`config.mk`:
```
export PLATFORM = sky130hd
export DESIGN_NAME = list_prefetch
export DESIGN_NICKNAME = d
export VERILOG_FILES = /design/src/rtl/list_prefetch.sv
export SDC_FILE = /design/constraint.sdc
export NUM_CORES = 1
export LEC_CHECK = 0
export CAP_MARGIN = 20
export CORE_ASPECT_RATIO = 1.75
export CORE_MARGIN = 4
export CORE_UTILIZATION = 45
export DETAILED_ROUTE_END_ITERATION = 12
export PLACE_DENSITY_LB_ADDON = 0.3
export REMOVE_ABC_BUFFERS = 1
export SLEW_MARGIN = 20
export SYNTH_ARGS = -nofsm -noshare
export SYNTH_HDL_FRONTEND = slang
export SYNTH_SLANG_ARGS = --single-unit
```
`constraint.sdc`:
```
create_clock -name clock -period 2.4 [get_ports clock]
set_input_delay 0.24 -clock clock [delete_from_list [all_inputs] [get_ports clock]]
set_output_delay 0.24 -clock clock [all_outputs]
set_load 0.02 [all_outputs]
```
`src/rtl/list_prefetch.sv`:
```
// list_prefetch: prefetching element buffer between a list producer and its consumer.
//
// It pulls elements from the upstream list port ahead of demand, keeps up to DEPTH of them in
// a circular buffer, and latches end-of-list. Downstream requests are served from storage.
// List contents and order are never changed.
//
// Both list ports use the req/ack handshake:
//   - the requester raises req and holds it until ack;
//   - the responder pulses ack for one cycle with value/value_valid;
//   - value_valid=0 with ack marks end of list.
//
// Parameters
//   DATA_W  element width
//   DEPTH   storage entries (power of two, >= 2)
//
// Ports
//   clock            rising-edge clock
//   reset            synchronous, active-high; clears all state
//   in_req           upstream element request (registered)
//   in_ack           upstream one-cycle acknowledge
//   in_value         upstream element, sampled when in_ack=1
//   in_value_valid   upstream 1 = element, 0 = end of list
//   out_req          downstream request; each rising edge asks for one element
//   out_ack          one-cycle acknowledge to downstream (registered)
//   out_value        element, valid while out_ack=1, otherwise 0 (registered)
//   out_value_valid  1 = element, 0 = end of list (registered)
//   level            stored element count; present only when LIST_PREFETCH_LEVEL_EN is defined
//
// Build option
//   LIST_PREFETCH_LEVEL_EN  adds the `level` output. Buffering is identical either way.

module list_prefetch #(
  parameter int unsigned DATA_W = 8,
  parameter int unsigned DEPTH  = 4
) (
  input  logic                    clock,
  input  logic                    reset,
  output logic                    in_req,
  input  logic                    in_ack,
  input  logic [DATA_W-1:0]       in_value,
  input  logic                    in_value_valid,
  input  logic                    out_req,
  output logic                    out_ack,
  output logic [DATA_W-1:0]       out_value,
  output logic                    out_value_valid
`ifdef LIST_PREFETCH_LEVEL_EN
  ,
  output logic [$clog2(DEPTH):0]  level
`endif
);

  localparam int unsigned PTR_W = $clog2(DEPTH);
  localparam int unsigned CNT_W = PTR_W + 1;

  localparam logic [CNT_W-1:0] CntFull = CNT_W'(DEPTH);
  localparam logic [CNT_W-1:0] CntOne  = CNT_W'(1);
  localparam logic [PTR_W-1:0] PtrOne  = PTR_W'(1);

  typedef enum logic [1:0] {
    StIdle,
    StReq,
    StGap,
    StEnd
  } fetch_state_e;

  // --------------------------------------------------------------------------
  // State
  // --------------------------------------------------------------------------
  fetch_state_e             state_q, state_d;
  logic [DATA_W-1:0]        mem_q [DEPTH];
  logic [PTR_W-1:0]         wr_ptr_q, wr_ptr_d;
  logic [PTR_W-1:0]         rd_ptr_q, rd_ptr_d;
  logic [CNT_W-1:0]         count_q, count_d;
  logic                     end_seen_q, end_seen_d;
  logic                     pending_q, pending_d;
  logic                     out_req_q;
  logic                     in_req_q, in_req_d;
  logic                     out_ack_q, out_ack_d;
  logic [DATA_W-1:0]        out_value_q, out_value_d;
  logic                     out_valid_q, out_valid_d;

  logic                     push;
  logic                     pop;
  logic                     req_rise;

  // --------------------------------------------------------------------------
  // Fetch FSM
  // --------------------------------------------------------------------------
  // Only one fetch is ever in flight and it exists only in StReq, so the
  // "room for one more" test in StIdle reduces to count < DEPTH.
  always_comb begin
    state_d    = state_q;
    push       = 1'b0;
    end_seen_d = end_seen_q;

    unique case (state_q)
      StIdle: begin
        if (count_q < CntFull) begin
          state_d = StReq;
        end
      end
      StReq: begin
        if (in_ack) begin
          if (in_value_valid) begin
            push    = 1'b1;
            state_d = StGap;
          end else begin
            end_seen_d = 1'b1;
            state_d    = StEnd;
          end
        end
      end
      // One cycle with in_req low so upstream sees a fresh request.
      StGap: begin
        state_d = StIdle;
      end
      StEnd: begin
        state_d = StEnd;
      end
      default: begin
        state_d = StIdle;
      end
    endcase

    in_req_d = (state_d == StReq);
  end

  // --------------------------------------------------------------------------
  // Serve logic
  // --------------------------------------------------------------------------
  // A request is latched on the out_req rising edge and answered from the
  // registered pending flag, so acks always come from a flop. Guarding on
  // out_ack_q keeps acks from ever landing on back-to-back cycles even if a
  // requester re-raises out_req too early.
  always_comb begin
    req_rise    = out_req & ~out_req_q;
    pop         = 1'b0;
    out_ack_d   = 1'b0;
    out_value_d = '0;
    out_valid_d = 1'b0;
    pending_d   = pending_q | req_rise;

    if (pending_q && !out_ack_q) begin
      if (count_q != '0) begin
        pop         = 1'b1;
        out_ack_d   = 1'b1;
        out_value_d = mem_q[rd_ptr_q];
        out_valid_d = 1'b1;
        pending_d   = req_rise;
      end else if (end_seen_q) begin
        // Storage drained after end-of-list: every request gets an end marker.
        out_ack_d   = 1'b1;
        pending_d   = req_rise;
      end
    end
  end

  // --------------------------------------------------------------------------
  // Buffer pointers and occupancy
  // --------------------------------------------------------------------------
  // Pointers are PTR_W bits wide, so wrapping modulo DEPTH is free.
  always_comb begin
    wr_ptr_d = push ? (wr_ptr_q + PtrOne) : wr_ptr_q;
    rd_ptr_d = pop  ? (rd_ptr_q + PtrOne) : rd_ptr_q;

    case ({push, pop})
      2'b10:   count_d = count_q + CntOne;
      2'b01:   count_d = count_q - CntOne;
      default: count_d = count_q;
    endcase
  end

  // --------------------------------------------------------------------------
  // Registers
  // --------------------------------------------------------------------------
  always_ff @(posedge clock) begin
    if (reset) begin
      state_q     <= StIdle;
      wr_ptr_q    <= '0;
      rd_ptr_q    <= '0;
      count_q     <= '0;
      end_seen_q  <= 1'b0;
      pending_q   <= 1'b0;
      out_req_q   <= 1'b0;
      in_req_q    <= 1'b0;
      out_ack_q   <= 1'b0;
      out_value_q <= '0;
      out_valid_q <= 1'b0;
    end else begin
      state_q     <= state_d;
      wr_ptr_q    <= wr_ptr_d;
      rd_ptr_q    <= rd_ptr_d;
      count_q     <= count_d;
      end_seen_q  <= end_seen_d;
      pending_q   <= pending_d;
      out_req_q   <= out_req;
      in_req_q    <= in_req_d;
      out_ack_q   <= out_ack_d;
      out_value_q <= out_value_d;
      out_valid_q <= out_valid_d;
    end
  end

  always_ff @(posedge clock) begin
    if (reset) begin
      for (int unsigned i = 0; i < DEPTH; i++) begin
        mem_q[i] <= '0;
      end
    end else if (push) begin
      mem_q[wr_ptr_q] <= in_value;
    end
  end

  // --------------------------------------------------------------------------
  // Outputs
  // --------------------------------------------------------------------------
  assign in_req          = in_req_q;
  assign out_ack         = out_ack_q;
  assign out_value       = out_value_q;
  assign out_value_valid = out_valid_q;

`ifdef LIST_PREFETCH_LEVEL_EN
  assign level = count_q;
`endif

endmodule

```
### Yosys cells after proc, flatten, opt, wreduce, memory -nomap -nowiden

Memory sizes are Yosys's and may differ from the RTL's. A register that Yosys moved wholly into a read port is not among the register bits.
Index checks and enable logic that the tools add are counted.

* memories: 1
* bits in registers: 15
* RAM bits: 32
* output and inout port bits: 11

* bitwise gates (word level): 6
* reduce and logical (&&, ||, !) cells: 9
* equal/unequal tests: 6
* muxes and demuxes: 23
* order comparisons: 1
* add/sub/neg operators: 4

Memory list
* mem_q: depth 4, bits a word 8, rd ports 1, clocked after Yosys merged registers in 1, write ports 4, RTL line 70 `logic [DATA_W-1:0] mem_q [DEPTH];`

Operators by type and width (number)
* 1-bit two-way mux: 17
* 8-bit two-way mux: 1
* 2-bit case mux with 4 select lines: 1
* 8-bit OR reduction: 1
* 2-bit by 1-bit equality test with 1-bit output, second input constant: 3
* 2-bit equality test, second input constant: 3
* 2-bit two-way mux: 3
* 3-bit case mux with 2 select lines: 1
* 2-bit by 1-bit adder with 2-bit output, second input constant: 2
* 1-bit inverter: 4
* 3-bit by 1-bit adder with 3-bit output, second input constant: 1
* 3-bit less-than comparator, second input constant: 1
* 3-bit AND reduction: 1
* 3-bit nonzero test: 1
* 3-bit OR reduction: 1
* 3-bit by 1-bit subtractor with 3-bit output, second input constant: 1
* 2-bit logical NOT: 1
* 2-bit nonzero test: 1
* 2-bit OR reduction: 1
* 1-bit bitwise AND: 1
* 1-bit logical AND: 1
* 1-bit logical NOT: 1
* 1-bit bitwise OR: 1

### Depth between registers and ports, before layout

* depth in word-level cells: 8
* gate-level depth with buffers: 9

### Least setup slack after synthesis

No wires, ideal clock.

* path type: register -> register
* from: register state_q[1]
* to: register count_q[2]
* arrival time: 1.910 ns
* data required time: 2.330 ns
* period minus slack after synthesis: 1.980 ns
* library setup time: 0.070 ns
* setup slack: 0.420 ns
* stages on the path, launching flop included: 10
* path through: dfxtp_1 and4b_1 buf_6 inv_6 ha_1 inv_1 fa_1 xor2_1 or3_1 a21oi_1

* longest elaborated chain between the ends: 4
* elaborated cells between the ends (all ways): 6
* those cells by class: eq/ne (3); mux (2); reduce/logical (1)

Ends and longest elaborated chain
* start: declaration: RTL line 69 `fetch_state_e state_q, state_d;`
* start signal: assignment: RTL line 178 `state_q <= StIdle;`
* start signal: assignment: RTL line 190 `state_q <= state_d;`
* 2-bit by 1-bit equality test with 1-bit output (*): RTL line 96 `unique case (state_q)`
* 1-bit two-way mux (*): RTL line 96
* 2-bit by 1-bit equality test with 1-bit output or 2-bit equality test (tied branches): RTL line 166 `case ({push, pop})`
* 3-bit case mux with 2 select lines or 2-bit nonzero test (tied branches)
* end signal: assignment: RTL line 193 `count_q <= count_d;`
* end: declaration: RTL line 73 `logic [CNT_W-1:0] count_q, count_d;`

Mark *: on every way between the ends. The rest lies on a longest branch, timed or not.
A chain may end at the register's enable or synchronous reset.

### Final worst setup path

* from: register count_q[2]
* to: register count_q[2]

* longest elaborated chain between the ends: 5
* elaborated cells between the ends (all ways): 9
* those cells by class: add/sub (2); eq/ne (2); mux (3); reduce/logical (2)

Ends and longest elaborated chain
* 3-bit nonzero test: RTL line 144 `if (count_q != '0) begin`
* 1-bit two-way mux: RTL line 144
* 1-bit two-way mux
* 2-bit by 1-bit equality test with 1-bit output or 2-bit equality test (tied branches): RTL line 166
* 3-bit case mux with 2 select lines or 2-bit nonzero test (tied branches)

Several ways; a longest one is shown, not always the timed one.

==> flow_metrics.tcl <==
set metrics [dict create \
    portBuffers 23 \
    root_buffer "clkbuf_8" \
    critical_path_class "reg -> reg" \
    synth_mux_area_frac 0.0837 \
    synth_compound_area_frac 0.0405 \
    drive_above_1_share 0.141 \
    dieWidth_um 61.9 \
    leakagePower_nw 0.973 \
    wl_per_cell_um 16.6 \
    p_int_w 0.00145 \
    rsz0062_at_grt "no" \
    fin_cells 252 \
    required_ps 2640 \
    synth_top_area_cell "edfxtp_1" \
    cts_tree "yes" \
    clkPwrFrac 0.340 \
    cts_buffer_depth 2 \
    synth_top_area_frac 0.420 \
    via_per_inst 5.40 \
    ant_nets 0 \
    yosysSeqAreaShare 0.621 \
    worstPathMaxFanout 6 \
    track_usage 0.154 \
    yosysWarnings 0 \
    firstDrtPassIters 4 \
    fmax_ghz 0.468 \
    antenna_found_initial 0 \
    cts.sinks 55 \
    synth_xor_xnor_area_share 0.0115 \
    worst_slew_pin_slew_ps 673 \
    p_per_area_nw_per_um2 670 \
    num-nets-final 212 \
    routabilityCongestion 0.717 \
    p_seq_frac 0.582 \
    clk_pin_slew_ps 90 \
    cpMaxStageDelayCell "dfxtp_1" \
    dp.cells 244 \
    slew_viol_final 0 \
    finalCritPeriodShare 0.891 \
    yosys.area_share.adder 0.0142 \
    ir_worst_vdd_v 0.000435 \
    initial_utilization 0.464 \
    grt_max_degree 18 \
    setup_viol 0 \
    start_kind "flop" \
    pin_count 24 \
    postCtsHoldBufs 0 \
    std_cell_rows 34 \
    coreArea_um2 4930 \
    outcome "completed" \
    slew_headroom 0.551 \
    cts_max_level 2 \
    switching_share 0.205 \
    diodes 0 \
    synth_area_um2 2290 \
    ys.flop_type "edfxtp_1" \
    synth_seq_cells 55 \
    synth_edf_count 32 \
    syn_to_final_growth_pct 18.6 \
    fp.dieH_um 102 \
    cts-buffers-inserted 5 \
    worstPathArrival_ps 2370 \
    hpwl_um 3070 \
    synth_top_family_by_area "simple AND/OR/NAND/NOR gates" \
    drc 0 \
    vias 1362 \
    max_stage_delay_ps 430 \
    end_kind "flop" \
    tns_ps 0 \
    ys_top_cells_by_area "edfxtp_1, dfxtp_1, and2_1" \
    finalHoldViolations 0 \
    drt_iter0_drc 20 \
    synth_area_per_cell_um2 13.6 \
    cap_violations 0 \
    min_period_ps 2140 \
    crit_chain "nor3_1 > nor3b_2 > ha_1 > inv_1 > fa_1 > xor2_1 > or3_1 > a21oi_1" \
    p_sw_w 0.000372 \
    wirelength_um 4190 \
    synthCells 168 \
    grt-ovfl-total 0 \
    r2r_slack_ps 260 \
    yosysUniqueCellTypes 37 \
    synthArstFlopShare 0 \
    min_path_type "reg -> reg" \
    dieArea_um2 6340 \
    first_global_vias 1483 \
    post_synth_and_or_nand_nor_area_fraction 0.203 \
    fin_skew_ps 4.83 \
    combPwrFrac 0.078 \
    layout_common_cells "and2_1, edfxtp_1, dfxtp_1, clkdlybuf4s50_1, nor2_1" \
    grt_pass1_wl_um 7020 \
    clkLatencyLatePin_ps 300 \
]
## layout make-up
cell class,instances,area [µm²]
inverters,6,27.5
repair buffers,28,268
multi-input cells,101,812
well taps,54,67.6
flip-flops and latches,55,1420
clock buffers,6,82.6
fillers,407,2220
clock inverters,2,35.0
## worst max-delay path, delay by kind of cell, from the launching register on
| family | cells | cell delay [ps] |
|---|---|---|
| DFF | 1 | 430 |
| and+or+nand+nor | 3 | 660 |
| xor gates and xnor gates | 1 | 160 |
| buffers and inverters | 1 | 70 |
| AOI/OAI and AO/OA | 1 | 150 |
| adders and majority gates | 2 | 610 |
## state kept, by name, indices dropped and copies added, names as in the netlist
register and count:
state_q 2, end_seen_q 1, out_req_q 1, wr_ptr_q 2, pending_q 1, out_ack 1, out_value 8, rd_ptr_q 2
out_value_valid 1, in_req 1, count_q 3, mem_q 32
## logic make-up after synthesis
family                   after synthesis
buffers and inverters                 12
AO/OA/AOI/OAI                         14
adder cells (fa/ha/maj)                2
AND/OR/NAND/NOR                       73
flip-flops                            55
XOR/XNOR                               3
multiplexers                           9
## synth_stat cells (3+ instances only)
library cell and n:
and2_1 32, edfxtp_1 32, mux4_2 8, a21oi_1 3
o21ai_0 3, inv_1 5, nor2b_1 11, nor2_1 13
or3_1 3, dfxtp_1 23
## power groups by stage
stage                     Sequential (W)  Clock (W)  Combinational (W)
after floorplan                  0.00108          0          0.0000757
after detailed placement         0.00108          0           0.000142
after CTS                        0.00106   0.000630           0.000142
final                            0.00106   0.000617           0.000142
after global routing             0.00106   0.000674           0.000155
after global placement           0.00108          0           0.000137
## metal layers
layer / up-vias / track usage / share of wire
li1: 648 / - / -
met1: 677 / 0.162 / 0.36
met2: 29 / 0.284 / 0.58
met3: 8 / 0.0291 / 0.036
met4: 0 / 0.0670 / 0.020
met5: - / 0 / 0
## what timing repair did
| action | CTS | global route |
|---|---|---|
| endpoints found under the hold margin | 0 | 0 |
| endpoints found under the setup margin | 0 | 1 |
| buffers inserted | 0 | 0 |
| resized for setup | 0 | 1 |
## per-stage QoR
step	setup WS (ps)	power (W)	utilization	hold slack, ps	cell area [µm²]
final	263	0.00182	0.550	475	2710
after global routing	93.2	0.00189	0.550	502	2710
after CTS	152	0.00183	0.549	485	2710
after detailed placement	32.2	0.00122	0.525	459	2590
after global placement	158	0.00121	0.525	446	2590
after floorplan	427	0.00115	-	309	2260
## final timing paths
path | from | endpoint | cells past startpoint
max | count_q[2]$_SDFFE_PP0P_ | count_q[2]$_SDFFE_PP0P_ | 8
max reg2reg | count_q[2]$_SDFFE_PP0P_ | count_q[2]$_SDFFE_PP0P_ | 8
min reg2reg | out_req_q$_SDFF_PP0_ | pending_q$_SDFF_PP0_ | 2
min | out_req_q$_SDFF_PP0_ | pending_q$_SDFF_PP0_ | 2
Note: power is estimated with default switching activity, not from simulation.
